===== src/rtl/uart_rx_param.sv =====
`default_nettype none
// ============================================================================
// uart_rx_param : oversampling UART receiver with baud tick generator, input
//                 synchroniser and valid/ready output holding register
// rev 1.0
// ============================================================================
module uart_rx_param #(
  parameter int NB_DATA     = 8,
  parameter int BAUD_DIV    = 163,
  parameter int OVERSAMPLE  = 16,
  parameter int PARITY_MODE = 0,
  parameter int NB_STOP     = 1
) (
  input  logic               i_clock,
  input  logic               i_reset,
  input  logic               i_rx,
  input  logic               i_ready,
  output logic [NB_DATA-1:0] o_data,
  output logic               o_valid,
  output logic               o_parity_err,
  output logic               o_frame_err,
  output logic               o_overrun
);

  localparam int TW = (BAUD_DIV > 1) ? $clog2(BAUD_DIV) : 1;
  localparam int SW = $clog2(OVERSAMPLE);
  localparam int NW = $clog2(NB_DATA + 1);

  localparam logic [TW-1:0] TICK_LAST  = TW'(BAUD_DIV - 1);
  localparam logic [SW-1:0] HALF_LAST  = SW'(OVERSAMPLE / 2 - 1);
  localparam logic [SW-1:0] BIT_LAST   = SW'(OVERSAMPLE - 1);
  localparam logic [NW-1:0] DATA_LAST  = NW'(NB_DATA - 1);
  localparam logic [NW-1:0] STOP_LAST  = NW'(NB_STOP - 1);
  localparam logic          PAR_ODD    = (PARITY_MODE == 2);
  localparam logic          HAS_PARITY = (PARITY_MODE != 0);

  typedef enum logic [2:0] {
    S_IDLE   = 3'd0,
    S_START  = 3'd1,
    S_DATA   = 3'd2,
    S_PARITY = 3'd3,
    S_STOP   = 3'd4
  } state_t;

  logic [TW-1:0] tcnt_q;
  logic          tick;

  assign tick = (tcnt_q == TICK_LAST);

  always_ff @(posedge i_clock) begin
    if (i_reset)   tcnt_q <= '0;
    else if (tick) tcnt_q <= '0;
    else           tcnt_q <= tcnt_q + 1'b1;
  end

  logic [1:0] sync_q;
  logic       rx_s;

  assign rx_s = sync_q[1];

  always_ff @(posedge i_clock) begin
    if (i_reset) sync_q <= 2'b11;
    else         sync_q <= {sync_q[0], i_rx};
  end

  state_t             state_q, state_d;
  logic [SW-1:0]      s_cnt_q, s_cnt_d;
  logic [NW-1:0]      n_cnt_q, n_cnt_d;
  logic [NB_DATA-1:0] shift_q, shift_d;
  logic               armed_q, armed_d;
  logic               par_err_q, par_err_d;
  logic               frm_err_q, frm_err_d;
  logic               done;

  always_ff @(posedge i_clock) begin
    if (i_reset) begin
      state_q   <= S_IDLE;
      s_cnt_q   <= '0;
      n_cnt_q   <= '0;
      shift_q   <= '0;
      armed_q   <= 1'b0;
      par_err_q <= 1'b0;
      frm_err_q <= 1'b0;
    end else begin
      state_q   <= state_d;
      s_cnt_q   <= s_cnt_d;
      n_cnt_q   <= n_cnt_d;
      shift_q   <= shift_d;
      armed_q   <= armed_d;
      par_err_q <= par_err_d;
      frm_err_q <= frm_err_d;
    end
  end

  always_comb begin
    state_d   = state_q;
    s_cnt_d   = s_cnt_q;
    n_cnt_d   = n_cnt_q;
    shift_d   = shift_q;
    armed_d   = armed_q;
    par_err_d = par_err_q;
    frm_err_d = frm_err_q;
    done      = 1'b0;
    unique case (state_q)
      S_IDLE: begin
        // A start edge only counts once the line has been seen idle-high.
        if (rx_s) armed_d = 1'b1;
        if (armed_q && !rx_s) begin
          state_d = S_START;
          s_cnt_d = '0;
        end
      end
      S_START: begin
        if (tick) begin
          if (s_cnt_q == HALF_LAST) begin
            if (!rx_s) begin
              state_d   = S_DATA;
              s_cnt_d   = '0;
              n_cnt_d   = '0;
              par_err_d = 1'b0;
              frm_err_d = 1'b0;
            end else begin
              state_d = S_IDLE;
            end
          end else begin
            s_cnt_d = s_cnt_q + 1'b1;
          end
        end
      end
      S_DATA: begin
        if (tick) begin
          if (s_cnt_q == BIT_LAST) begin
            s_cnt_d = '0;
            shift_d = {rx_s, shift_q[NB_DATA-1:1]};
            if (n_cnt_q == DATA_LAST) begin
              n_cnt_d = '0;
              state_d = HAS_PARITY ? S_PARITY : S_STOP;
            end else begin
              n_cnt_d = n_cnt_q + 1'b1;
            end
          end else begin
            s_cnt_d = s_cnt_q + 1'b1;
          end
        end
      end
      S_PARITY: begin
        if (tick) begin
          if (s_cnt_q == BIT_LAST) begin
            s_cnt_d   = '0;
            par_err_d = (((^shift_q) ^ rx_s) != PAR_ODD);
            state_d   = S_STOP;
          end else begin
            s_cnt_d = s_cnt_q + 1'b1;
          end
        end
      end
      S_STOP: begin
        if (tick) begin
          if (s_cnt_q == BIT_LAST) begin
            s_cnt_d = '0;
            if (!rx_s) frm_err_d = 1'b1;
            if (n_cnt_q == STOP_LAST) begin
              done    = 1'b1;
              n_cnt_d = '0;
              armed_d = 1'b0;
              state_d = S_IDLE;
            end else begin
              n_cnt_d = n_cnt_q + 1'b1;
            end
          end else begin
            s_cnt_d = s_cnt_q + 1'b1;
          end
        end
      end
      default: state_d = S_IDLE;
    endcase
  end

  logic [NB_DATA-1:0] data_q;
  logic               valid_q, perr_q, ferr_q, ovr_q;

  // frm_err_d is used on load so the final stop sample is included.
  always_ff @(posedge i_clock) begin
    if (i_reset) begin
      data_q  <= '0;
      valid_q <= 1'b0;
      perr_q  <= 1'b0;
      ferr_q  <= 1'b0;
      ovr_q   <= 1'b0;
    end else if (done) begin
      if (valid_q && !i_ready) begin
        ovr_q <= 1'b1;
      end else begin
        data_q  <= shift_q;
        valid_q <= 1'b1;
        perr_q  <= par_err_q;
        ferr_q  <= frm_err_d;
      end
    end else if (valid_q && i_ready) begin
      valid_q <= 1'b0;
    end
  end

  assign o_data       = data_q;
  assign o_valid      = valid_q;
  assign o_parity_err = perr_q;
  assign o_frame_err  = ferr_q;
  assign o_overrun    = ovr_q;

endmodule
`default_nettype wire

===== config.mk =====
export PLATFORM = sky130hd
export DESIGN_NAME = uart_rx_param
export DESIGN_NICKNAME = d
export VERILOG_FILES = /design/src/rtl/uart_rx_param.sv
export SDC_FILE = /design/constraint.sdc
export NUM_CORES = 1
export LEC_CHECK = 0
export ABC_AREA = 1
export CAP_MARGIN = 10
export CORE_MARGIN = 4
export CORE_UTILIZATION = 58
export DETAILED_ROUTE_END_ITERATION = 6
export PLACE_DENSITY_LB_ADDON = 0.25
export SLEW_MARGIN = 20
export SYNTH_ARGS = -nofsm -noshare
export SYNTH_HDL_FRONTEND = slang
export SYNTH_SLANG_ARGS = --single-unit

===== constraint.sdc =====
create_clock -name i_clock -period 1.96 [get_ports i_clock]
set_clock_uncertainty 0.2 [all_clocks]
set_input_delay 0.392 -clock i_clock [delete_from_list [all_inputs] [get_ports i_clock]]
set_output_delay 0.392 -clock i_clock [all_outputs]
set_load 0.02 [all_outputs]

==> impl_metrics.csv <==
group,metric,value,unit
critical_path,criticalPathCategory,"reg -> out",
critical_path,critPathMaxFanout,2,
clock_network,cts_buffers,5,
placed_design,hpwl,3.37,mm
sta,period_needed,1.85,ns
sta,worstMarginPinSlew,0.354,ns
synth,yosysUniqueCellTypes,29,
die,fp-row-count,22,
clock_network,hold_buffers,0,
die,start_util,60.2,%
worst_hold_path,min_from,"sync_q[0]",
critical_path,slowest_stage,"clkdlybuf4s50_1",
critical_path,path_buf_inv,1,
layout,fillers,329,
global_routing,grt_pass1_wl,7.78,mm
layout,multiInputGateArea,0.00117,mm^2
critical_path,cp_data_required_time,1.37,ns
layout,layout.nets,361,
die,pin_count,16,
sta,max_slew_margin,76.3,%
power_and_ir_drop,p_leak,1.10,nW
die,dieArea,0.00485,mm^2
critical_path,cp_num_cells,1,
global_routing,antenna_found_initial,0,
sta,hold_slack,0.214,ns
placed_design,dp_slack,0.0726,ns
critical_path,critPathLaunchType,"register",
clock_network,h-tree-depth,2,
critical_path,rr_worst_depth,9,
layout,drive_above_1_share,11.9,%
synth,synthesis.area,0.00220,mm^2
sta,maxSlewViolCount,0,
power_and_ir_drop,power_density,1010,mW/mm^2
worst_hold_path,min_path_cells,1,
placed_design,port_buffers,15,
critical_path,cp_top_family,"buffers and inverters",
synth,netlist_instances,328,
clock_network,worstSkewPairLatency,0.30,ns
critical_path,end_kind,"output port",
placed_design,place_congestion,0.870,
placed_design,place_area,0.00244,mm^2
layout,final_area,0.00254,mm^2
synth,avgSynthCellArea,6.71,um^2
global_routing,grt_max_degree,20,
layout,num_antenna_cells,0,
clock_network,clockRootBuffer,"clkbuf_8",
drt,ant_nets,0,
sta,hold_viol_final,0,
clock_network,cts_buffer_depth,2,
critical_path,slowest_delay,0.61,ns
synth,synth_warnings,0,
clock_network,clk_pin_slew_worst_paths,0.08,ns
global_routing,overflow,0,
die,chipWidth,69.6,um
sta,rsz0062_at_grt,"no",
clock_network,cts.sinks,44,
sta,setup_tns,0,ns
die,core_area,0.00366,mm^2
clock_network,cts_tree,"built",
drt,routed_wl,4.56,mm
global_routing,track_usage,19.3,%
job,drv_cap,0,
layout,seqCellArea,881,um^2
drt,dr.pass1.iters,4,
clock_network,post_cts_buffers,0,
critical_path,worstPathArrival,1.26,ns
synth,synth_flop_cell,"dfxtp_1",
critical_path,path_cells,"clkdlybuf4s50_1",
critical_path,r2r-start,"s_cnt_q[1]",
synth,synth_edf_count,0,
drt,vias_per_cell,5.15,
synth,async_flop_share,0,%
layout,area_delta_synth_final,15.2,%
die,die-height,69.6,um
drt,drcViolationCount,0,
sta,fin_crit_sh,94.4,%
run_status,status,"complete, no violations",
power_and_ir_drop,ir_drop,586,uV
sta,fmax,540,MHz
drt,drt_iter0_markers,77,
synth,ys_seq_elements,44,
synth,synth_seq_area_share,40.0,%
drt,wire_per_inst,11.4,um
critical_path,crit_path_start,"o_frame_err",
synth,syn_nets,337,
worst_hold_path,hold_path_class,"reg -> reg",
clock_network,cts.repair.resized,0,
global_routing,grt_pass1_vias,1900,
sta,setup_violations,0,
drt,vias,2064,
power_and_ir_drop,p_total,2.57,mW
sta,worst_slack,0.110,ns
final cells by class:
class | instances | share of cell area, %
multi-input cells | 244 | 46.3
flip-flops and latches | 44 | 34.7
repair buffers | 22 | 7.99
inverters | 35 | 5.18
clock buffers | 5 | 2.71
well taps | 48 | 2.37
clock inverters | 3 | 0.740
power by group:
group / total, mW / internal [mW] / switching, mW
Sequential: 1.03 / 0.962 / 0.0640
Clock: 0.569 / 0.249 / 0.320
Combinational: 0.971 / 0.329 / 0.641
per-layer routing:
layer	share of wire, %	vias up	GRT usage [%]
met5	0	-	0
met4	1.4	0	7.66
met3	2.4	5	3.04
met2	51	25	35.6
met1	45	938	22.2
li1	-	1096	-
sequential cells by signal, summed over array words and instances (netlist names):
register,flops
frm_err_q,1
sync_q,2
tcnt_q,8
armed_q,1
n_cnt_q,4
shift_q,8
state_q,3
par_err_q,1
o_frame_err,1
o_parity_err,1
s_cnt_q,4
o_valid,1
o_overrun,1
o_data,8
layout by cell type (no fill, tap or decap):
master           instances
buf_4                    7
o21bai_1                 1
nor2_2                   5
o21a_1                   2
nor2_1                  45
nand3_1                 12
a21oi_1                 26
nand2_1                 94
o21ai_0                 14
nor3b_1                  4
clkdlybuf4s50_1         15
clkinv_2                 2
nand4_1                  2
and3_1                   3
o211ai_1                 1
nor3_1                   4
dfxtp_1                 44
nand2_2                  5
xor2_1                   5
clkbuf_8                 5
nand3b_1                 1
clkinv_4                 1
a21boi_0                 1
inv_2                   12
or2_2                    2
xnor2_1                  2
nand3_2                  2
nor2_4                   1
inv_1                   23
o21ai_1                  7
ha_1                     5
Yosys cell counts (3+ instances only):
cell / instances / area [um^2]
inv_2: 11 / 41.3
nor2_2: 4 / 25.0
xor2_1: 5 / 43.8
nor3b_1: 4 / 30.0
clkbuf_1: 3 / 11.3
inv_1: 23 / 86.3
nand2_2: 4 / 25.0
o21ai_0: 14 / 70.1
nor2_1: 46 / 173
nand2_1: 95 / 357
nor3_1: 4 / 20.0
dfxtp_1: 44 / 881
a21oi_1: 26 / 130
and3_1: 3 / 18.8
o21ai_1: 7 / 35.0
nand3_1: 12 / 60.1
ha_1: 5 / 62.6
worst paths after layout:
check | slack, ns | end
max | 0.11 | o_frame_err
min reg2reg | 0.21 | sync_q[1]
max reg2reg | 0.15 | o_frame_err
min | 0.21 | sync_q[1]
through the flow:
step                      utilization [%]  instances
after floorplan                         -        328
final                                69.3        401
after global routing                 69.3        401
after detailed placement             66.7        393
after CTS                            69.1        401
after global placement               66.7        393
cells by family (layout without fill, tap and decap cells):
kind of cell | count (synthesis) | count (layout) | share of synthesized area [%]
simple gates | 180 | 180 | 35.1
compound gates | 52 | 52 | 12.4
flops | 44 | 44 | 40.0
fa+ha+maj | 5 | 5 | 2.84
xor+xnor | 7 | 7 | 2.78
buf+inv | 40 | 65 | 6.93
worst register-to-register path, stage by stage (launching register included):
cell and delay (ns):
dfxtp_1 0.36, ha_1 0.19, nand2_1 0.11, nor2_2 0.14, inv_2 0.08, nor2_4 0.14, nand4_1 0.13, buf_4 0.21
nor2_1 0.11, nor2_1 0.05
Note: power is estimated with default switching activity, not from simulation.
